[src/rtl/turbo_iter_sched.sv]
// -----------------------------------------------------------------------------
// turbo_iter_sched
//
// Iteration scheduler for the turbo decoder core. Loads a frame of BEATS input
// beats, then alternates the shared SISO engine between the natural-order pass
// (DEC1) and the interleaved pass (DEC2). A frame ends on MAX_ITER completed
// iterations, on convergence of the hard decisions (after MIN_ITER
// iterations), or on a SISO timeout.
//
// Handshake: siso_go_o is a one-cycle start pulse. siso_done_i is only looked
// at while waiting for the SISO; the earliest accepted done is the cycle after
// the go pulse. The done cycle itself counts as a wait cycle.
//
// Ports:
//   clk_p_i       clock, rising edge
//   reset_i       synchronous active-high reset
//   start_i       frame start, honoured in IDLE or DONE only
//   beat_valid_i  input beat present this cycle
//   load_we_o     frame buffer write strobe (combinational)
//   load_idx_o    beat index of the current write
//   siso_go_o     one-cycle SISO start pulse
//   siso_sel_o    0 = DEC1 operands, 1 = DEC2 operands
//   ext_clr_o     zero the extrinsic input (first DEC1 of a frame)
//   siso_done_i   SISO completion pulse
//   hard_i        hard decisions from the deinterleaved DEC2 output
//   data_o        final decision word, held until the next frame completes
//   done_o        frame complete, held until the next start
//   iter_o        completed iteration count
//   early_o       frame ended by convergence
//   err_o         frame ended by SISO timeout
//   dbg_state     current FSM state, for observation only
// -----------------------------------------------------------------------------
module turbo_iter_sched #(
    parameter int MAX_ITER     = 16,
    parameter int MIN_ITER     = 2,
    parameter int BEATS        = 4,
    parameter int DATA_W       = 5,
    parameter int SISO_TIMEOUT = 255
) (
    input  logic              clk_p_i,
    input  logic              reset_i,
    input  logic              start_i,
    input  logic              beat_valid_i,
    output logic              load_we_o,
    output logic [1:0]        load_idx_o,
    output logic              siso_go_o,
    output logic              siso_sel_o,
    output logic              ext_clr_o,
    input  logic              siso_done_i,
    input  logic [DATA_W-1:0] hard_i,
    output logic [DATA_W-1:0] data_o,
    output logic              done_o,
    output logic [5:0]        iter_o,
    output logic              early_o,
    output logic              err_o,
    output logic [2:0]        dbg_state
);

    localparam int BW = (BEATS > 1) ? $clog2(BEATS) : 1;
    // Wait counter value seen on the last permitted wait cycle.
    localparam logic [7:0] TMO_LAST = 8'(SISO_TIMEOUT - 1);

    typedef enum logic [2:0] {
        IDLE    = 3'd0,
        LOAD    = 3'd1,
        D1_GO   = 3'd2,
        D1_WAIT = 3'd3,
        D2_GO   = 3'd4,
        D2_WAIT = 3'd5,
        CHECK   = 3'd6,
        DONE    = 3'd7
    } state_t;

    state_t            state;
    logic [BW-1:0]     beat_cnt;
    logic [5:0]        iter_cnt;
    logic [7:0]        wait_cnt;
    logic [DATA_W-1:0] prev_hard;
    logic              prev_valid;

    logic [6:0]        iter_next;
    logic              conv;

    // One bit wider than iter_cnt so MAX_ITER=63 compares without wrap.
    assign iter_next = {1'b0, iter_cnt} + 7'd1;

    // Convergence needs a previous DEC2 result from this same frame.
    assign conv = prev_valid && (hard_i == prev_hard) && (iter_next >= 7'(MIN_ITER));

    assign load_we_o  = (state == LOAD) && beat_valid_i;
    assign load_idx_o = 2'(beat_cnt);
    assign iter_o     = iter_cnt;
    assign dbg_state  = state;

    always_ff @(posedge clk_p_i) begin
        if (reset_i) begin
            state      <= IDLE;
            beat_cnt   <= '0;
            iter_cnt   <= '0;
            wait_cnt   <= '0;
            prev_hard  <= '0;
            prev_valid <= 1'b0;
            siso_go_o  <= 1'b0;
            siso_sel_o <= 1'b0;
            ext_clr_o  <= 1'b0;
            data_o     <= '0;
            done_o     <= 1'b0;
            early_o    <= 1'b0;
            err_o      <= 1'b0;
        end else begin
            // Go and clear are single-cycle pulses raised on entry to a GO state.
            siso_go_o <= 1'b0;
            ext_clr_o <= 1'b0;

            case (state)
                IDLE: begin
                    if (start_i) begin
                        state      <= LOAD;
                        beat_cnt   <= '0;
                        iter_cnt   <= '0;
                        wait_cnt   <= '0;
                        prev_valid <= 1'b0;
                    end
                end

                LOAD: begin
                    if (beat_valid_i) begin
                        if (beat_cnt == BW'(BEATS - 1)) begin
                            beat_cnt   <= '0;
                            state      <= D1_GO;
                            siso_go_o  <= 1'b1;
                            siso_sel_o <= 1'b0;
                            ext_clr_o  <= (iter_cnt == 6'd0);
                        end else begin
                            beat_cnt <= beat_cnt + 1'b1;
                        end
                    end
                end

                D1_GO: begin
                    wait_cnt <= '0;
                    state    <= D1_WAIT;
                end

                D1_WAIT: begin
                    wait_cnt <= wait_cnt + 8'd1;
                    // A done on the timeout cycle is still accepted.
                    if (siso_done_i) begin
                        state      <= D2_GO;
                        siso_go_o  <= 1'b1;
                        siso_sel_o <= 1'b1;
                    end else if (wait_cnt == TMO_LAST) begin
                        state  <= DONE;
                        done_o <= 1'b1;
                        err_o  <= 1'b1;
                    end
                end

                D2_GO: begin
                    wait_cnt <= '0;
                    state    <= D2_WAIT;
                end

                D2_WAIT: begin
                    wait_cnt <= wait_cnt + 8'd1;
                    if (siso_done_i) begin
                        state      <= CHECK;
                        siso_sel_o <= 1'b0;
                    end else if (wait_cnt == TMO_LAST) begin
                        state      <= DONE;
                        siso_sel_o <= 1'b0;
                        done_o     <= 1'b1;
                        err_o      <= 1'b1;
                    end
                end

                CHECK: begin
                    iter_cnt   <= iter_next[5:0];
                    prev_hard  <= hard_i;
                    prev_valid <= 1'b1;
                    // Convergence outranks the iteration limit so the final
                    // iteration still reports early_o when it converged.
                    if (conv) begin
                        state   <= DONE;
                        done_o  <= 1'b1;
                        early_o <= 1'b1;
                        data_o  <= hard_i;
                    end else if (iter_next == 7'(MAX_ITER)) begin
                        state  <= DONE;
                        done_o <= 1'b1;
                        data_o <= hard_i;
                    end else begin
                        state      <= D1_GO;
                        siso_go_o  <= 1'b1;
                        siso_sel_o <= 1'b0;
                        ext_clr_o  <= 1'b0;
                    end
                end

                DONE: begin
                    // data_o is left alone so the last result stays visible.
                    if (start_i) begin
                        state      <= LOAD;
                        done_o     <= 1'b0;
                        early_o    <= 1'b0;
                        err_o      <= 1'b0;
                        iter_cnt   <= '0;
                        wait_cnt   <= '0;
                        prev_valid <= 1'b0;
                        beat_cnt   <= '0;
                    end
                end

                default: state <= IDLE;
            endcase
        end
    end

endmodule

[config.mk]
export PLATFORM = sky130hd
export DESIGN_NAME = turbo_iter_sched
export DESIGN_NICKNAME = d
export VERILOG_FILES = /design/src/rtl/turbo_iter_sched.sv
export SDC_FILE = /design/constraint.sdc
export NUM_CORES = 1
export LEC_CHECK = 0
export ABC_AREA = 1
export BUFFER_PORTS_ARGS = -buffer_cell sky130_fd_sc_hd__buf_2
export CORE_MARGIN = 4
export CORE_UTILIZATION = 50
export DETAILED_ROUTE_END_ITERATION = 10
export GPL_TIMING_DRIVEN = 0
export PLACE_DENSITY = 0.69
export SYNTH_ARGS = -nofsm -noshare
export SYNTH_HDL_FRONTEND = slang
export SYNTH_SLANG_ARGS = --single-unit
[constraint.sdc]
create_clock -name clk_p_i -period 2.6 [get_ports clk_p_i]
set_clock_uncertainty 0.05 [all_clocks]
set_input_delay 0.26 -clock clk_p_i [delete_from_list [all_inputs] [get_ports clk_p_i]]
set_output_delay 0.26 -clock clk_p_i [all_outputs]
set_load 0.01 [all_outputs]
Word-level counts from Yosys, hierarchy flattened
Cells that the tools add are included.

Add/sub/neg operators: 3. Magnitude comparators: 1. Eq/ne operators: 23. Muxes and demuxes: 43. Bitwise logic cells: 3. Reductions and logical operators: 26.

Operator list (count): 3-bit two-way mux (8); 8-bit case mux with 3 select lines (1); 3-bit case mux with 7 select lines (1); 1-bit two-way mux (18); 2-bit != test (second input constant) (7); 3-bit == test (second input constant) (4); 6-bit case mux with 2 select lines (1); 5-bit two-way mux (2); 2-bit nonzero test (5); 3-bit AND reduction (3); 8-bit by 1-bit adder with 8-bit output (second input constant) (1); 8-bit == test (second input constant) (1); 8-bit two-way mux (1); 6-bit by 1-bit adder with 7-bit output (second input constant) (1); 7-bit by 5-bit == test with 1-bit output (second input constant) (1); 7-bit by 2-bit >= comparator with 1-bit output (second input constant) (1); 7-bit AND reduction (1); 3-bit by 2-bit == test with 1-bit output (second input constant) (2); 6-bit logical NOT (1); 2-bit two-way mux (3); 6-bit two-way mux (1); 2-bit by 1-bit != test with 1-bit output (second input constant) (3); 3-bit != test (second input constant) (2); 1-bit case mux with 2 select lines (3); other kinds (17) (27).

Bits in registers: 36. Bits of input ports: 10. Word-level logic and storage cells: 112.

Longest topological paths before layout
Word-level depth: 5. Mapped depth: 12. Depth with buffers taken out: 12.

Worst setup path after synthesis
No wires, ideal clock.

Path kind: register -> register. Start point: register iter_cnt[0], in the netlist iter_o[0]. End point: register data_o[0]. Arrival: 1.628 ns. Data required time: 2.434 ns. Path slack: 0.806 ns. Stages on the path, launching flop included: 13. Buffers on the path: 0. Period minus slack after synthesis: 1.794 ns. Cells stage by stage: dfxtp_1 > inv_1 > ha_1 > nor2_1 > o21ai_0 > nor2_1 > nand3_1 > nand2_1 > nand2_1 > nand2_4 > inv_2 > nor2_1 > nor2_1.

Word-level cells in the longest chain between the ends: 5. Elaborated cells on any way between the ends: 7. Those cells by class: add/sub: 1; order compare: 1; eq/ne: 1; mux: 1; reduce/logical: 3.

RTL lines: start: declaration (RTL line 76) `logic [5:0] iter_cnt;`; start signal: assignment (RTL line 178) `iter_cnt <= iter_next[5:0];`; 6-bit by 1-bit adder with 7-bit output * (RTL line 85) `assign iter_next = {1'b0, iter_cnt} + 7'd1;`; 7-bit by 2-bit >= comparator with 1-bit output (RTL line 88) `assign conv = prev_valid && (hard_i == prev_hard) && (iter_next >= 7'(MIN_ITER));`; 1-bit logical AND (RTL line 88); 2-bit nonzero test (no source line); 2-bit AND reduction (no source line); end signal: assignment (RTL line 187) `data_o <= hard_i;`; end signal: assignment (RTL line 191) `data_o <= hard_i;`; end: declaration (RTL line 51) `output logic [DATA_W-1:0] data_o,`.

Every way passes the cells marked *; elsewhere a longest branch is shown, timed or not. A chain may end at the register's enable or synchronous reset.

Worst setup path in the final report
Start point: register iter_cnt[0], in the netlist iter_o[0]. End point: register state[0], in the netlist dbg_state[0].

Word-level cells in the longest chain between the ends: 5. Elaborated cells on any way between the ends: 7. Those cells by class: add/sub: 1; order compare: 1; eq/ne: 1; mux: 3; reduce/logical: 1.

RTL lines: 6-bit by 1-bit adder with 7-bit output * (RTL line 85); 7-bit by 2-bit >= comparator with 1-bit output or 7-bit by 5-bit == test with 1-bit output (tied branches) (RTL line 88, 188); 1-bit logical AND or 3-bit two-way mux (tied branches) (RTL line 88, 188); 3-bit two-way mux * (RTL line 183) `if (conv) begin`; 3-bit case mux with 7 select lines * (RTL line 115) `case (state)`; end signal: assignment (RTL line 118) `state <= LOAD;`; end signal: assignment (RTL line 184) `state <= DONE;`; end signal: assignment (RTL line 189) `state <= DONE;`; end: declaration (RTL line 74) `state_t state;`.

Marks and branches as above.

==> impl_metrics.csv <==
group,metric,value,unit
status,outcome,"finished, final reports clean",
cts,cts_buffers,5,
pwr,leakage,1.012,nW
yosys,ys_seq_elements,36,
pwr,irDropWorstVdd,0.3978,mV
global_routing,grt_pass1_wl,7100,µm
critical_path,critical_path_required,2.71,ns
drt,routed_wl,4102,µm
min_path,hold_class,"input pin to flip-flop",
critical_path,start_kind,"flip-flop",
sta,tns,0,ns
yosys,yosys.area.top_type_share,38.37,%
critical_path,r2r_cells,12,
sta,worstMarginPinSlew,0.5486,ns
final_layout,drive_gt1_share,23.41,%
critical_path,startpoint,"iter_o[0]$_SDFFE_PP0P_",
critical_path,arrival,2.09,ns
pwr,pwr_density_cell,719.3,mW/mm²
final_layout,area_growth,18.45,%
cts,clk_latency,0.29,ns
floorplan,start_util,51.69,%
global_routing,antenna_found_initial,0,
sta,drv_slew,0,
critical_path,worst-path-max-fanout,10,
critical_path,critPathBufInv,1,
placed_design,post-place-ws,0.6537,ns
placed_design,gp_congestion,0.8375,
drt,dr.pass1.iters,4,
placed_design,place_area,0.002098,mm²
cts,cts_resized,0,
drt,wl_per_cell,11.82,µm
critical_path,slowest_delay,0.53,ns
drt,vias,1776,
final_layout,design_area,0.002225,mm²
sta,setup_violations,0,
floorplan,io_pins,33,
yosys,ys_top_cells_by_area,"dfxtp_1 38%, nand2_1 9.6%, a21oi_1 6.4%, nor2_1 6.2%, o21ai_0 5.9%",
yosys,syn_inst,259,
sta,slew_headroom,63.43,%
critical_path,slowest_stage,"dfxtp_1",
yosys,ys_seq_area_share,38.37,%
final_layout,n_fill_cell,374,
floorplan,coreArea,0.003633,mm²
critical_path,critical_path_class,"flip-flop to flip-flop",
yosys,synth_top_cell_by_area,"dfxtp_1",
cts,clk_path_buf_depth,2,
critical_path,crit_family,"simple AND/OR/NAND/NOR gates",
global_routing,grtUsageTotal,17.78,%
sta,timing.final.ws_setup,0.6137,ns
yosys,syn_area,0.001878,mm²
yosys,yosysWarnings,0,
sta,fmax,503.5,MHz
cts,path_clk_slew,0.08,ns
global_routing,grt_max_degree,12,
cts,clock-sinks,36,
yosys,ys_async_sr_fraction,0,%
cts,holdBufCountCts,0,
cts,htree_levels,2,
pwr,p_clk_share,34.0,%
final_layout,finalNonFillerCells,347,
sta,period_minus_slack,1.986,ns
floorplan,rows,22,
yosys,ys.flop_type,"dfxtp_1",
yosys,synth_area_per_cell,7.251,µm²
drt,drc_errors,0,
yosys,synth_edf_count,0,
yosys,yosys-top-cells-count,"48 x nand2_1, 36 x dfxtp_1, 31 x nor2_1",
sta,rsz0062_at_grt,"false",
critical_path,end_kind,"flip-flop",
drt,vias_per_cell,5.118,
placed_design,io_buffers,32,
critical_path,r2r_slack,0.61,ns
pwr,switching_share,32.29,%
critical_path,cp_cell_sequence,"inv_1 -> ha_1 -> nor2_1 -> o21ai_0 -> nor2_1 -> nand3_1 -> nand2_1 -> nand2_1 -> nand2_4 -> nand2_1 -> nand2_1 -> a21oi_2",
global_routing,grt_pass1_vias,1598,
min_path,hold_depth,2,
pwr,p_switching,0.5167,mW
cts,root_buffer,"clkbuf_8",
min_path,min_from,"reset_i",
yosys,synthDistinctLibCells,36,
drt,drt_iter0_markers,88,
placed_design,hpwl,3054,µm
floorplan,die_h,69.29,µm
job,cap_violations,0,
sta,period_share,76.39,%
sta,finalHoldViolations,0,
global_routing,grt-ovfl-total,0,
cts,cts_tree,"done",
critical_path,cpMostUsedCell,"nand2_1",
yosys,synthMostInstantiatedCell,"nand2_1",
placed_design,dp.cells,339,
critical_path,regToRegEndpoint,"dbg_state[0]$_SDFFE_PP0P_",
floorplan,dieArea,0.004800,mm²
yosys,syn_nets,276,
drt,postRouteAntennaNets,0,
pwr,total_power,1.600,mW
critical_path,reg2reg_from,"iter_o[0]$_SDFFE_PP0P_",
final_layout,final_nets,315,
final_layout,insertedDiodeCount,0,
critical_path,crit_cells,12,
pwr,comb_power_share,26.1,%
pwr,internal-power,1.083,mW
floorplan,fp.dieW,69.29,µm
min_path,holdPathEnd,"iter_o[3]$_SDFFE_PP0P_",
pwr,seq_power_share,39.8,%
cts,cts_setup_buffers,0,
layout by cell type, fill, tap and decap left out, types with 2 or more instances in the layout:
| master | instances |
|---|---|
| clkbuf_8 | 7 |
| nand2_1 | 48 |
| nor3_2 | 3 |
| inv_1 | 25 |
| a21oi_2 | 2 |
| inv_2 | 6 |
| ha_1 | 7 |
| nor2_1 | 31 |
| nand3_2 | 2 |
| clkbuf_1 | 2 |
| nor2_2 | 3 |
| xor2_1 | 2 |
| nand4_1 | 4 |
| a31oi_1 | 3 |
| nand3_1 | 13 |
| o21ai_0 | 22 |
| dfxtp_1 | 36 |
| nor3b_1 | 2 |
| nand2_2 | 6 |
| a21oi_1 | 24 |
| buf_2 | 34 |
through the flow:
step	utilization [%]	hold WS [ns]
finish	61.23	0.1295
global route	61.23	0.1269
CTS	61.23	0.1301
detailed placement	57.75	0.4022
global placement	57.75	0.4007
floorplan	-	0.2791
registers in the layout, indices dropped and copies added, names as in the netlist:
name,count
wait_cnt,8
iter_o,6
data_o,5
prev_hard,5
dbg_state,3
load_idx_o,2
done_o,1
early_o,1
err_o,1
ext_clr_o,1
prev_valid,1
siso_go_o,1
siso_sel_o,1
worst max path at each step:
stage                                      to
floorplan              data_o[0]$_SDFFE_PP0P_
global placement    dbg_state[0]$_SDFFE_PP0P_
detailed placement  dbg_state[0]$_SDFFE_PP0P_
CTS                 dbg_state[0]$_SDFFE_PP0P_
global route           data_o[4]$_SDFFE_PP0P_
finish              dbg_state[0]$_SDFFE_PP0P_
cell families (layout without fill, tap and decap cells):
kind of cell,count (synthesis),after routing,synth area share (%)
simple gates,120,120,31.25
buf+inv,36,76,7.529
xor+xnor,3,3,1.399
compound gates,57,57,16.79
flops,36,36,38.37
fa+ha+maj,7,7,4.663
routing by layer:
metal	global-route usage, %	wire length (µm)	vias up
li1	-	-	934
met1	22.65	1951	810
met2	29.77	1934	27
met3	4.203	161	5
met4	5.206	55	0
met5	0	0	-
power by group through the flow:
stage / logic [mW] / clock network [mW] / registers (mW)
floorplan: 0.292 / 0 / 0.660
finish: 0.418 / 0.544 / 0.637
global route: 0.472 / 0.579 / 0.647
global placement: 0.416 / 0 / 0.651
CTS: 0.421 / 0.554 / 0.638
detailed placement: 0.418 / 0 / 0.650
final cells by class:
class | count | area (µm²) | area share [%]
Multi-Input combinational cell | 187 | 1016 | 45.67
Sequential cell | 36 | 720.7 | 32.40
Timing Repair Buffer | 32 | 160.2 | 7.199
Inverter | 31 | 116.4 | 5.231
Clock buffer | 7 | 96.34 | 4.331
Tap cell | 48 | 60.06 | 2.700
Clock inverter | 1 | 30.03 | 1.350
Buffer | 5 | 25.02 | 1.125
No activity file was read; power rests on OpenSTA's default activity.
